$ cat src/rtl/vfx_stream_pkg.sv
`default_nettype none
// +----------------------------------------------------------------------+
// | vfx_stream_pkg : shared types for the RGB444 pixel stream blocks      |
// | Revision: 1.0                                                         |
// +----------------------------------------------------------------------+
package vfx_stream_pkg;

  localparam int PIXEL_W   = 12;
  localparam int IMG_W_DEF = 320;
  localparam int IMG_H_DEF = 240;

  typedef logic [PIXEL_W-1:0] pixel_t;
  typedef logic [3:0]         nibble_t;

  function automatic nibble_t pix_r(input pixel_t p);
    return p[11:8];
  endfunction

  function automatic nibble_t pix_g(input pixel_t p);
    return p[7:4];
  endfunction

  function automatic nibble_t pix_b(input pixel_t p);
    return p[3:0];
  endfunction

  typedef enum logic [1:0] {
    IDLE   = 2'd0,
    STREAM = 2'd1,
    DRAIN  = 2'd2
  } state_t;

endpackage
`default_nettype wire

$ cat src/rtl/stream_skid_fifo.sv
`default_nettype none
// +----------------------------------------------------------------------+
// | stream_skid_fifo : 2-entry FIFO of {sop, eop, pixel} output beats     |
// | Revision: 1.0                                                         |
// +----------------------------------------------------------------------+
module stream_skid_fifo
  import vfx_stream_pkg::*;
#(
  parameter int W = PIXEL_W + 2
) (
  input  logic         clk,
  input  logic         reset_n,
  input  logic         push,
  input  logic [W-1:0] push_data,
  input  logic         pop,
  output logic [W-1:0] head_data,
  output logic [1:0]   count
);

  logic [W-1:0] mem_q [2];
  logic [W-1:0] mem_d [2];
  logic         wr_ptr_q, wr_ptr_d;
  logic         rd_ptr_q, rd_ptr_d;
  logic [1:0]   count_q, count_d;
  logic         do_push, do_pop;

  always_comb begin
    do_pop   = pop && (count_q != 2'd0);
    do_push  = push && ((count_q != 2'd2) || do_pop);
    mem_d    = mem_q;
    wr_ptr_d = wr_ptr_q;
    rd_ptr_d = rd_ptr_q;
    count_d  = count_q;
    if (do_push) begin
      mem_d[wr_ptr_q] = push_data;
      wr_ptr_d        = ~wr_ptr_q;
    end
    if (do_pop) begin
      rd_ptr_d = ~rd_ptr_q;
    end
    case ({do_push, do_pop})
      2'b10:   count_d = count_q + 2'd1;
      2'b01:   count_d = count_q - 2'd1;
      default: count_d = count_q;
    endcase
  end

  always_ff @(posedge clk or negedge reset_n) begin
    if (!reset_n) begin
      mem_q[0] <= '0;
      mem_q[1] <= '0;
      wr_ptr_q <= 1'b0;
      rd_ptr_q <= 1'b0;
      count_q  <= 2'd0;
    end else begin
      mem_q[0] <= mem_d[0];
      mem_q[1] <= mem_d[1];
      wr_ptr_q <= wr_ptr_d;
      rd_ptr_q <= rd_ptr_d;
      count_q  <= count_d;
    end
  end

  assign head_data = mem_q[rd_ptr_q];
  assign count     = count_q;

endmodule
`default_nettype wire

$ cat src/rtl/video_stream_source.sv
`default_nettype none
// +----------------------------------------------------------------------+
// | video_stream_source : frame RAM reader emitting one Avalon-ST packet  |
// | per frame with ready back-pressure and 1 pixel/cycle throughput       |
// | Revision: 1.0                                                         |
// +----------------------------------------------------------------------+
module video_stream_source
  import vfx_stream_pkg::*;
#(
  parameter int IMG_W  = IMG_W_DEF,
  parameter int IMG_H  = IMG_H_DEF,
  parameter int DATA_W = PIXEL_W,
  parameter int ADDR_W = 17
) (
  input  logic              clk,
  input  logic              reset_n,
  input  logic              enable,
  output logic              rd_en,
  output logic [ADDR_W-1:0] rd_addr,
  input  logic [DATA_W-1:0] rd_data,
  input  logic              ready_in,
  output logic              valid_out,
  output logic              startofpacket_out,
  output logic              endofpacket_out,
  output logic [DATA_W-1:0] data_out,
  output logic              busy,
  output logic              frame_done
);

  localparam logic [ADDR_W-1:0] LAST_ADDR = ADDR_W'(IMG_W * IMG_H - 1);
  localparam int                FIFO_W    = DATA_W + 2;

  state_t              state_q, state_d;
  logic [ADDR_W-1:0]   addr_q, addr_d;
  logic                inflight_q, inflight_d;
  logic                sop_dly_q, sop_dly_d;
  logic                eop_dly_q, eop_dly_d;
  logic                frame_done_q, frame_done_d;

  logic [FIFO_W-1:0]   head;
  logic [1:0]          count;
  logic                fifo_nonempty;
  logic                pop;
  logic [2:0]          occ_after;
  logic                head_sop, head_eop;
  logic [DATA_W-1:0]   head_pix;

  assign {head_sop, head_eop, head_pix} = head;
  assign fifo_nonempty = (count != 2'd0);
  assign pop           = fifo_nonempty && ready_in;

  stream_skid_fifo #(
    .W(FIFO_W)
  ) u_fifo (
    .clk      (clk),
    .reset_n  (reset_n),
    .push     (inflight_q),
    .push_data({sop_dly_q, eop_dly_q, rd_data}),
    .pop      (pop),
    .head_data(head),
    .count    (count)
  );

  always_ff @(posedge clk or negedge reset_n) begin
    if (!reset_n) begin
      state_q      <= IDLE;
      addr_q       <= '0;
      inflight_q   <= 1'b0;
      sop_dly_q    <= 1'b0;
      eop_dly_q    <= 1'b0;
      frame_done_q <= 1'b0;
    end else begin
      state_q      <= state_d;
      addr_q       <= addr_d;
      inflight_q   <= inflight_d;
      sop_dly_q    <= sop_dly_d;
      eop_dly_q    <= eop_dly_d;
      frame_done_q <= frame_done_d;
    end
  end

  // Packet flags ride alongside the read so they land in the FIFO with rd_data.
  always_comb begin
    state_d      = state_q;
    addr_d       = addr_q;
    frame_done_d = 1'b0;
    inflight_d   = rd_en;
    sop_dly_d    = (addr_q == '0);
    eop_dly_d    = (addr_q == LAST_ADDR);
    unique case (state_q)
      IDLE: begin
        if (enable) begin
          state_d = STREAM;
          addr_d  = '0;
        end
      end
      STREAM: begin
        if (rd_en) begin
          if (addr_q == LAST_ADDR) begin
            state_d = DRAIN;
            addr_d  = '0;
          end else begin
            addr_d = addr_q + 1'b1;
          end
        end
      end
      DRAIN: begin
        if (pop && head_eop) begin
          frame_done_d = 1'b1;
          state_d      = enable ? STREAM : IDLE;
          addr_d       = '0;
        end
      end
      default: state_d = IDLE;
    endcase
  end

  // Credit: entries held plus the read in flight, less this cycle's pop, must leave room.
  always_comb begin
    occ_after         = {1'b0, count} + {2'b00, inflight_q} - {2'b00, pop};
    rd_en             = (state_q == STREAM) && (occ_after < 3'd2);
    rd_addr           = rd_en ? addr_q : '0;
    valid_out         = fifo_nonempty;
    startofpacket_out = fifo_nonempty && head_sop;
    endofpacket_out   = fifo_nonempty && head_eop;
    data_out          = fifo_nonempty ? head_pix : '0;
    busy              = (state_q != IDLE);
    frame_done        = frame_done_q;
  end

endmodule
`default_nettype wire

$ cat config.mk
export PLATFORM = sky130hd
export DESIGN_NAME = video_stream_source
export DESIGN_NICKNAME = d
export VERILOG_FILES = /design/src/rtl/vfx_stream_pkg.sv /design/src/rtl/stream_skid_fifo.sv /design/src/rtl/video_stream_source.sv
export SDC_FILE = /design/constraint.sdc
export NUM_CORES = 1
export LEC_CHECK = 0
export ABC_AREA = 1
export BUFFER_PORTS_ARGS = -buffer_cell sky130_fd_sc_hd__buf_2
export CORE_UTILIZATION = 40
export CTS_BUF_LIST = sky130_fd_sc_hd__clkbuf_8
export CTS_CLUSTER_DIAMETER = 30
export DETAILED_ROUTE_END_ITERATION = 8
export HOLD_SLACK_MARGIN = 0.15
export MAX_ROUTING_LAYER = met4
export SLEW_MARGIN = 10
export SYNTH_ARGS = -nofsm -noshare
export SYNTH_HDL_FRONTEND = slang
export SYNTH_SLANG_ARGS = --single-unit
$ cat constraint.sdc
create_clock -name clk -period 7.15 [get_ports clk]
set_input_delay 1.43 -clock clk [delete_from_list [all_inputs] [get_ports clk]]
set_output_delay 1.43 -clock clk [all_outputs]
set_load 0.01 [all_outputs]
After elaboration in Yosys (flattened, before gate mapping)
Index checks and enable logic that the tools add are counted.
Widths: inputs -> output; s select.

cells by class
  add/sub/neg operators = 5
  order comparisons = 4
  equality and inequality tests = 10
  muxes and demuxes = 22
  bitwise gates (word level) = 4
  reductions and logical operators = 17

operator list
  operator               number
  $mux 17                5
  $mux 14                4
  $pmux 17 s3            1
  $bwmux 28              1
  $add 17x1->17 const B  1
  $eq 17x17->1 const B   1
  $logic_not 17->1       1
  $demux 14 s1           1
  $mux 12                1
  $ne 2x2->1 const B     5
  $logic_and 1x1->1      8
  $mux 2                 4
  $reduce_and 4->1       2
  $pmux 2 s3             1
  $reduce_bool 2->1      3
  $eq 2x1->1 const B     2
  $eq 2x2->1 const B     2
  $ge 2x2->1 const B     2
  $not 1->2              2
  $pmux 2 s2             1
  $add 2x1->3            1
  $lt 3x2->1 const B     1
  $mux 1                 3
  $reduce_bool 3->1      1
  7 further kinds        8

word-level totals
  flip-flop bits (word level) = 55
  input bits = 16
  output and inout port bits = 35
  logic and storage cells = 73

Longest topological paths before layout
Gate-level depths: netlist (run 1).

  word-level depth = 7
  gate-level depth with buffers = 16
  mapped depth without buffers = 16

Modules after synthesis
From an unflattened synthesis (run 1), not the netlist that was laid out.

unflattened totals
  cell total of the unflattened synthesis = 493
  area total of the unflattened synthesis = 3460.8 µm²

by module, submodules not included
  module               times used  cells an instance  area an instance (µm²)  sequential area each (µm²)
  video_stream_source  1           299                1879.3                  575.6
  stream_skid_fifo     1           194                1581.5                  800.8

Worst setup path before layout (run 1)
No wires, ideal clock.

  path kind = in2out
  from = input ready_in
  to = output rd_addr[10]
  arrival time = 3.286 ns
  data required time = 5.720 ns
  slack = 2.434 ns
  cell stages on the path = 11
  buffers on the path = 1
  path through = inv_1 nor2_8 ha_1 inv_1 nand2_1 fa_1 nand3_1 nor2_1 inv_2 buf_2 nor2_1

on the way
  longest elaborated chain between the ends = 5

ends and longest elaborated chain
  what               line                        text
  from (decl)        video_stream_source.sv:21   input logic ready_in,
  $logic_and 1x1->1  video_stream_source.sv:50   assign pop = fifo_nonempty && ready_in;
  $sub 3x1->3        video_stream_source.sv:120  occ_after = {1'b0, count} + {2'b00, inflight_q} - {2'b00, pop};
  $lt 3x2->1         video_stream_source.sv:121  rd_en = (state_q == STREAM) && (occ_after < 3'd2);
  $logic_and 1x1->1  video_stream_source.sv:121
  net rd_en          video_stream_source.sv:18   output logic rd_en,
  $mux 17            video_stream_source.sv:122  rd_addr = rd_en ? addr_q : '0;
  to (decl)          video_stream_source.sv:19   output logic [ADDR_W-1:0] rd_addr,

The timed path passes the listed nets, and every way through them passes these cells.

Worst setup path in the final report (run 1)
  from = input ready_in
  to = output rd_addr[13]

on the way
  longest elaborated chain between the ends = 5

ends and longest elaborated chain
  what               line
  $logic_and 1x1->1  video_stream_source.sv:50
  $sub 3x1->3        video_stream_source.sv:120
  $lt 3x2->1         video_stream_source.sv:121
  $logic_and 1x1->1  video_stream_source.sv:121
  $mux 17            video_stream_source.sv:122

No other way between the ends.

==> results.cfg, run 1 <==
[synthesis]
syn_area_sq_um = 3181
ys_types = 31
ys.warnings.count = 0
synth_seq_cells = 55
synth_area_per_cell_sq_um = 7.379
yosysSeqAreaShare = 0.4327
synthesis.nets = 452
synth_cells = 431

[detailed_routing]
drt_iter0_markers = 148
vias = 2845
drc = 0
wl_per_cell_microns = 12.29
final_antenna_net_count = 0
firstDrtPassIters = 4
totalWireLength_microns = 7114
viasPerCell = 4.914

[sta]
drv_slew = 0
tightest_slew_ns = 1.027
hold_viol = 0
fin_worst_skew_ns = 0.01048
fin_tns_setup_ns = 0
finalCritPeriodShare = 0.6760
setup_viol = 0
relSlewSlack = 0.3150
fin_crit_ns = 4.834
fmax_mhz = 206.9
rsz0062_at_grt = no

[cts]
clk_pin_slew_ns = 0.11
worstSkewPairLatency_ns = 0.31
htree_num_levels = 2
cts_tree = done
cts_buffers = 5
clock_path_buffers = 2
cts_sinks = 55
cts_root_buf = clkbuf_8
cts_hold_buffers = 0
cts_resized = 0
cts_setup_buffers = 0

[finish]
final_area_sq_um = 3600
fillers = 814
layout_common_cells = 130 x nand2_1, 55 x inv_1, 55 x dfrtp_1, 50 x buf_2, 44 x nor2_1
stdcell_count = 579
num_antenna_cells = 0
drive_gt1_frac = 0.1719
final_core_util = 0.4658
layout.nets = 497
area_growth_pct = 13.18
final_common_cell = nand2_1

[power_and_ir_drop]
p_int_uw = 696.4
power.leakage_nw = 1.840
switching_share = 0.4396
p_sw_uw = 546.4
p_seq_frac = 0.391
p_per_area_nw_per_um2 = 345.3
combPwrFrac = 0.440
power_mw = 1.243
clkPwrFrac = 0.170
ir_drop_v = 0.0001546

[floorplanning]
core-area_sq_um = 7727
ios = 51
dieArea_sq_um = 8312
start_util = 0.4116
rows = 32
dieHeight_microns = 91.17
die_x_microns = 91.17

[job]
maxCapViolCount = 0

[global_routing]
grt_antenna_before_repair = 0
grt_pass1_wl_microns = 12450
grt_use_total = 0.1893
grt_max_degree = 56
grt_pass1_vias = 2725
overflow = 0

[critical_path]
criticalPathCategory = input port to primary output
crit_fanout = 17
cp.required_ns = 5.72
crit_arrival_ns = 3.40
end_kind = primary output
startpoint_type = input port

[outcome]
status = complete, no violations

[place]
io_buffer_count = 50
gp_congestion = 0.9161
dp_cells = 571
dp_hpwl_microns = 5082
place_area_sq_um = 3483

[hold_path]
worst_hold_path_type = register to register
## metrics by stage
step                hold slack (ns)  setup WS [ns]
global route                 0.5169          2.104
finish                       0.4963          2.316
detailed placement           0.4670          2.289
global placement             0.4656          2.365
floorplan                    0.4529          2.434
CTS                          0.4940          2.281
## sequential cells by signal, summed over array words and instances (netlist names)
register,cells
frame_done,1
eop_dly_q,1
u_fifo.mem_q,28
addr_q,17
sop_dly_q,1
inflight_q,1
state_q,2
u_fifo.count,2
u_fifo.rd_ptr_q,1
u_fifo.wr_ptr_q,1
## worst paths after layout
kind                       cells past startpoint                    startpoint                      endpoint  slack [ns]
max                                           12                      ready_in                   rd_addr[13]        2.32
min                                            2  u_fifo.mem_q[18]$_DFFE_PN0P_  u_fifo.mem_q[18]$_DFFE_PN0P_        0.50
max reg2reg                                   13   u_fifo.count[0]$_DFFE_PN0P_         addr_q[3]$_DFFE_PN0P_        4.23
min reg2reg                                    2  u_fifo.mem_q[18]$_DFFE_PN0P_  u_fifo.mem_q[18]$_DFFE_PN0P_        0.50
max in group asynchronous                      2                       reset_n         addr_q[2]$_DFFE_PN0P_        5.44
min in group asynchronous                      2                       reset_n   u_fifo.mem_q[0]$_DFFE_PN0P_        1.23
## critical path, stage by stage
cell,delay (ns)
buf_2,0.09
inv_1,0.16
nor2_8,0.07
ha_1,0.28
inv_1,0.05
nand2_1,0.06
fa_1,0.49
nand3_1,0.09
nor2_1,0.19
inv_2,0.18
nor2_1,0.14
buf_2,0.15
## synth_stat cells (all sizes together)
library cell | instances | area share
a21oi | 16 | 0.025
buf | 6 | 0.017
clkbuf | 7 | 0.0090
dfrtp | 55 | 0.43
fa | 1 | 0.0063
ha | 4 | 0.016
inv | 59 | 0.070
nand2 | 135 | 0.17
nand3 | 30 | 0.049
nand3b | 3 | 0.0071
nand4 | 13 | 0.026
nor2 | 49 | 0.074
nor3 | 3 | 0.0047
nor4 | 1 | 0.0020
o21ai | 42 | 0.076
or2 | 1 | 0.0020
xnor2 | 1 | 0.0028
xor2 | 5 | 0.014
## power groups by stage
stage | logic [mW] | registers (mW) | clock network (mW)
after floorplan | 0.448 | 0.462 | 0
after global placement | 0.542 | 0.489 | 0
after detailed placement | 0.550 | 0.492 | 0
after CTS | 0.553 | 0.486 | 0.219
after global routing | 0.622 | 0.499 | 0.231
final | 0.546 | 0.485 | 0.211
## layer usage
layer	vias up	share of wire	GRT usage
met5	-	0	-
met4	0	0.013	0.05952
met3	6	0.038	0.03015
met2	78	0.47	0.3106
met1	1317	0.48	0.2403
li1	1444	-	-
## cell families after synthesis
family / Yosys count / synth area share
AOI/OAI and AO/OA: 58 / 0.1007
xor gates and xnor gates: 6 / 0.01652
adders and majority gates: 5 / 0.02203
buffers and inverters: 72 / 0.09638
DFF: 55 / 0.4327
and+or+nand+nor: 235 / 0.3316
## area by class of cell
| cell class | instances | area, sq um | area share |
|---|---|---|---|
| sequential | 55 | 1376 | 0.3823 |
| clock buffer | 5 | 68.82 | 0.01912 |
| inverter | 59 | 224.0 | 0.06222 |
| multi-input combinational | 304 | 1498 | 0.4161 |
| tap | 102 | 127.6 | 0.03545 |
| clock inverter | 3 | 47.55 | 0.01321 |
| timing repair buffer | 51 | 257.7 | 0.07160 |
Note: power is estimated with default switching activity, not from simulation.
==> inputs of run 2 (changes only) <==
- clock period: 7.15 -> 4.85 ns (I/O delays scaled with it)
==> run 2 against run 1 <==
  * Sequential share of layout area fell by 0.17 points
  * Combinational power rose by 47%
  * Wire length rose by 0.25%
  * Flip-flop and latch count did not move
  * Non-clock buffer count did not move
  * Cell count did not move
  * Core utilization rose by 0.21 points
  * Sequential power rose by 47%
  * First-iteration DRC count fell by 15%
  * Highest routed layer unchanged
  * Via count fell by 0.49%
  * Worst hold slack got worse by 0.0036 ns
==> results.cfg, run 2 (same netlist as run 1, synthesis figures left out) <==
[outcome]
status = complete, no violations

[critical_path]
criticalPathCategory = register to primary output
endpoint = rd_addr[13]
startpoint_type = register
r2r_cells = 13
crit_fanout = 17
crit_arrival_ns = 2.94
startpoint = u_fifo.count[0]$_DFFE_PN0P_
r2r-end = addr_q[3]$_DFFE_PN0P_
timing.rr.start = u_fifo.count[0]$_DFFE_PN0P_
worst-r2r-setup-slack_ns = 1.97
end_kind = primary output
cp.required_ns = 3.88

[floorplanning]
core-area_sq_um = 7727
die_x_microns = 91.17
start_util = 0.4116
dieArea_sq_um = 8312
rows = 32
ios = 51
dieHeight_microns = 91.17

[finish]
drive_gt1_frac = 0.1698
area_growth_pct = 13.69
stdcell_count = 579
layout.nets = 497
num_antenna_cells = 0
top_register = u_fifo.mem_q
layout_common_cells = 130 x nand2_1, 56 x inv_1, 55 x dfrtp_1, 50 x buf_2, 44 x nor2_1
final_core_util = 0.4679
largest_reg_flops = 28
final_common_cell = nand2_1
final_area_sq_um = 3616
fillers = 798
top_regs = u_fifo.mem_q x28, addr_q x17

[sta]
fin_crit_ns = 3.907
tightest_slew_ns = 1.011
drv_slew = 0
finalCritPeriodShare = 0.8056
fmax_mhz = 255.9
relSlewSlack = 0.3263
fin_tns_setup_ns = 0
whs_ns = 0.4927
fin_ws_ns = 0.9426
rsz0062_at_grt = no
fin_worst_skew_ns = 0.01031
hold_viol = 0
setup_viol = 0

[hold_path]
worst_hold_path_type = register to register
hold_depth = 2

[detailed_routing]
viasPerCell = 4.889
firstDrtPassIters = 4
drc = 0
final_antenna_net_count = 0
totalWireLength_microns = 7132
drt_iter0_markers = 126
vias = 2831
wl_per_cell_microns = 12.32

[power_and_ir_drop]
power.leakage_nw = 1.851
ir_drop_v = 0.0002461
power_mw = 1.869
switching_share = 0.4249
p_int_mw = 1.075
p_seq_frac = 0.382
combPwrFrac = 0.430
p_per_area_nw_per_um2 = 517.0
p_sw_uw = 794.3
clkPwrFrac = 0.188

[cts]
cts_resized = 0
cts_setup_buffers = 0
clk_pin_slew_ns = 0.10
cts_sinks = 55
worstSkewPairLatency_ns = 0.30
clock_path_buffers = 2
htree_num_levels = 2
cts_buffers = 5
cts_root_buf = clkbuf_8
cts_hold_buffers = 0
cts_tree = done

[global_routing]
grt_pass1_vias = 2717
grt_max_degree = 47
overflow = 0
grt_pass1_wl_microns = 12650
grt_use_total = 0.1928
grt_antenna_before_repair = 0

[place]
gp_congestion = 0.9180
dp_hpwl_microns = 5093
place_area_sq_um = 3483
dp_cells = 571
place_ws_ns = 0.9102
io_buffer_count = 50

[job]
maxCapViolCount = 0
run 2: cell count changes in the layout (fill, tap and decap cells not counted):
cell,change
bufinv_16,+1
clkinv_4,-1
inv_1,+1
inv_6,-1
run 2: worst min-delay path by stage:
stage	startpoint	to
final	u_fifo.mem_q[14]$_DFFE_PN0P_	u_fifo.mem_q[14]$_DFFE_PN0P_
after global routing	reset_n	u_fifo.mem_q[0]$_DFFE_PN0P_
after CTS	u_fifo.mem_q[18]$_DFFE_PN0P_	u_fifo.mem_q[18]$_DFFE_PN0P_
after detailed placement	u_fifo.mem_q[18]$_DFFE_PN0P_	u_fifo.mem_q[18]$_DFFE_PN0P_
after global placement	u_fifo.mem_q[20]$_DFFE_PN0P_	u_fifo.mem_q[20]$_DFFE_PN0P_
after floorplan	u_fifo.mem_q[10]$_DFFE_PN0P_	u_fifo.mem_q[10]$_DFFE_PN0P_
run 2: cell type report:
cell class / instances / area [sq um] / area share
clock buffer: 5 / 68.82 / 0.01903
sequential: 55 / 1376 / 0.3806
tap: 102 / 127.6 / 0.03529
timing repair buffer: 51 / 257.7 / 0.07128
multi-input combinational: 304 / 1498 / 0.4142
inverter: 59 / 224.0 / 0.06194
clock inverter: 3 / 63.81 / 0.01765
run 2: layer usage:
metal | global-route usage | routed length (microns)
met2 | 0.3125 | 3206
met4 | 0.06349 | 161
met3 | 0.03183 | 311
met1 | 0.2460 | 3452
met5 | - | 0
run 2: critical path, stage by stage, from the launching register on:
cell,delay (ns)
dfrtp_1,0.47
nor2_4,0.46
nor2_8,0.07
ha_1,0.28
inv_1,0.05
nand2_1,0.05
fa_1,0.49
nand3_1,0.10
nor2_1,0.18
inv_2,0.18
nor2_1,0.15
buf_2,0.15
run 2: power groups by stage:
| stage | Sequential, mW | Combinational (mW) | Clock [mW] |
|---|---|---|---|
| 2_1_floorplan | 0.682 | 0.660 | 0 |
| 3_3_place_gp | 0.721 | 0.798 | 0 |
| 5_1_grt | 0.736 | 0.923 | 0.380 |
| 4_1_cts | 0.714 | 0.817 | 0.360 |
| 3_5_place_dp | 0.723 | 0.813 | 0 |
| 6_report | 0.713 | 0.804 | 0.352 |
==> inputs of run 3 (changes only) <==
- clock period: 4.85 -> 3.22 ns (I/O delays scaled with it)
==> run 3 against run 2 <==
  * Worst hold slack got worse by 0.038 ns
  * First-iteration DRC count rose by 29%
  * Critical path type unchanged
  * Die area did not move
  * Critical endpoint is now rd_addr[14]
  * Largest power group unchanged
==> results.cfg, run 3 (same netlist as run 1, synthesis figures left out) <==
[outcome]
status = complete, no violations

[finish]
largest_reg_flops = 28
top_regs = u_fifo.mem_q x28, addr_q x17
drive_gt1_frac = 0.1979
fillers = 800
final_common_cell = nand2_1
layout_common_cells = 130 x nand2_1, 55 x inv_1, 53 x dfrtp_1, 50 x buf_2, 41 x nor2_1
top_register = u_fifo.mem_q
area_growth_pct = 15.11
num_antenna_cells = 0
stdcell_count = 587
layout.nets = 505

[power_and_ir_drop]
switching_share = 0.4499
power_mw = 2.787
clkPwrFrac = 0.142
power.leakage_nw = 1.863
p_int_mw = 1.533
p_per_area_nw_per_um2 = 761.2
p_seq_frac = 0.383
p_sw_mw = 1.254
ir_drop_v = 0.0003056
combPwrFrac = 0.475

[place]
dp_hpwl_microns = 5069
dp_cells = 575
gp_congestion = 0.9027
place_ws_ns = 0.06910
io_buffer_count = 50

[cts]
htree_num_levels = 2
worstSkewPairLatency_ns = 0.31
cts_tree = done
clk_pin_slew_ns = 0.10
cts_hold_buffers = 0
clock_path_buffers = 2
cts_root_buf = clkbuf_8
cts_sinks = 55
cts_buffers = 5

[floorplanning]
dieHeight_microns = 91.17
rows = 32
core-area_sq_um = 7727
start_util = 0.4116
die_x_microns = 91.17
ios = 51
dieArea_sq_um = 8312

[hold_path]
worst_hold_path_type = input port to async pin

[detailed_routing]
drt_iter0_markers = 163
viasPerCell = 4.963
totalWireLength_microns = 7252
vias = 2913
wl_per_cell_microns = 12.35
final_antenna_net_count = 0
drc = 0
firstDrtPassIters = 5

[critical_path]
crit_path_frequent_cell = nor2_4
cp.required_ns = 2.58
criticalPathCategory = register to primary output
crit_fanout = 17
end_kind = primary output
crit_family = adder cells
slowest_delay_ns = 0.50
startpoint_type = register
worstPathCellList = nor2_4 > nor2_8 > ha_1 > inv_1 > nand2_1 > fa_1 > nand3_2 > nor2_4 > inv_6 > nor2_1 > buf_2
crit_arrival_ns = 2.45
cp_slowest_cell = fa_1
critPathBufInv = 3

[sta]
relSlewSlack = 0.5339
finalCritPeriodShare = 0.9617
fin_ws_ns = 0.1234
hold_viol = 0
fmax_mhz = 322.9
rsz0062_at_grt = yes
fin_worst_skew_ns = 0.006038
setup_viol = 0
tightest_slew_ns = 0.6991
whs_ns = 0.4545
fin_crit_ns = 3.097
drv_slew = 0

[global_routing]
grt_antenna_before_repair = 0
grt_pass1_vias = 2664
grt_use_total = 0.1930
grt_pass1_wl_microns = 12520
grt_max_degree = 56
overflow = 0

[job]
maxCapViolCount = 0
run 3: stage by stage:
step	cell area, sq um	utilization	setup TNS, ns
2_1_floorplan	3181	-	0
3_3_place_gp	3513	0.4547	0
3_5_place_dp	3513	0.4547	0
4_1_cts	3613	0.4676	0
5_1_grt	3661	0.4738	-1.005
6_report	3661	0.4738	0
run 3: what timing repair did:
| action | in CTS | in global routing |
|---|---|---|
| cloned | 0 | 0 |
| gates resized for setup | 4 | 5 |
| setup buffers | 0 | 4 |
| pin swaps | 0 | 2 |
| setup endpoints to repair | 17 | 18 |
run 3: layout make-up:
type	instances	area, sq um	share of cell area
inverter	59	229.0	0.06254
sequential	55	1379	0.3766
clock buffer	5	68.82	0.01880
tap	102	127.6	0.03486
multi-input combinational	304	1515	0.4139
clock inverter	3	23.77	0.006494
timing repair buffer	59	317.8	0.08681
run 3: final timing paths:
check,end,slack (ns),startpoint,cells past startpoint
worst max-delay path,rd_addr[14],0.12,u_fifo.count[1]$_DFFE_PN0P_,11
worst min-delay path,u_fifo.mem_q[0]$_DFFE_PN0P_,0.45,reset_n,2
worst max register to register,addr_q[3]$_DFFE_PN0P_,0.66,u_fifo.count[1]$_DFFE_PN0P_,13
worst min register to register,u_fifo.mem_q[16]$_DFFE_PN0P_,0.49,u_fifo.mem_q[16]$_DFFE_PN0P_,2
max in group asynchronous,u_fifo.count[1]$_DFFE_PN0P_,2.27,reset_n,2
min in group clk,u_fifo.mem_q[16]$_DFFE_PN0P_,0.49,u_fifo.mem_q[16]$_DFFE_PN0P_,2
run 3: routing by layer:
metal,part of all wire,up-vias,GRT usage
li1,-,1459,-
met1,0.46,1347,0.2460
met2,0.48,97,0.3157
met3,0.055,10,0.03601
met4,0.012,0,0.05291
met5,0,-,-
run 3: power by group through the flow:
stage	logic [mW]	registers, mW	clock network [mW]
finish	1.32	1.07	0.395
global route	1.49	1.10	0.443
CTS	1.27	1.08	0.416
detailed placement	1.25	1.09	0
global placement	1.23	1.09	0
floorplan	0.994	1.03	0
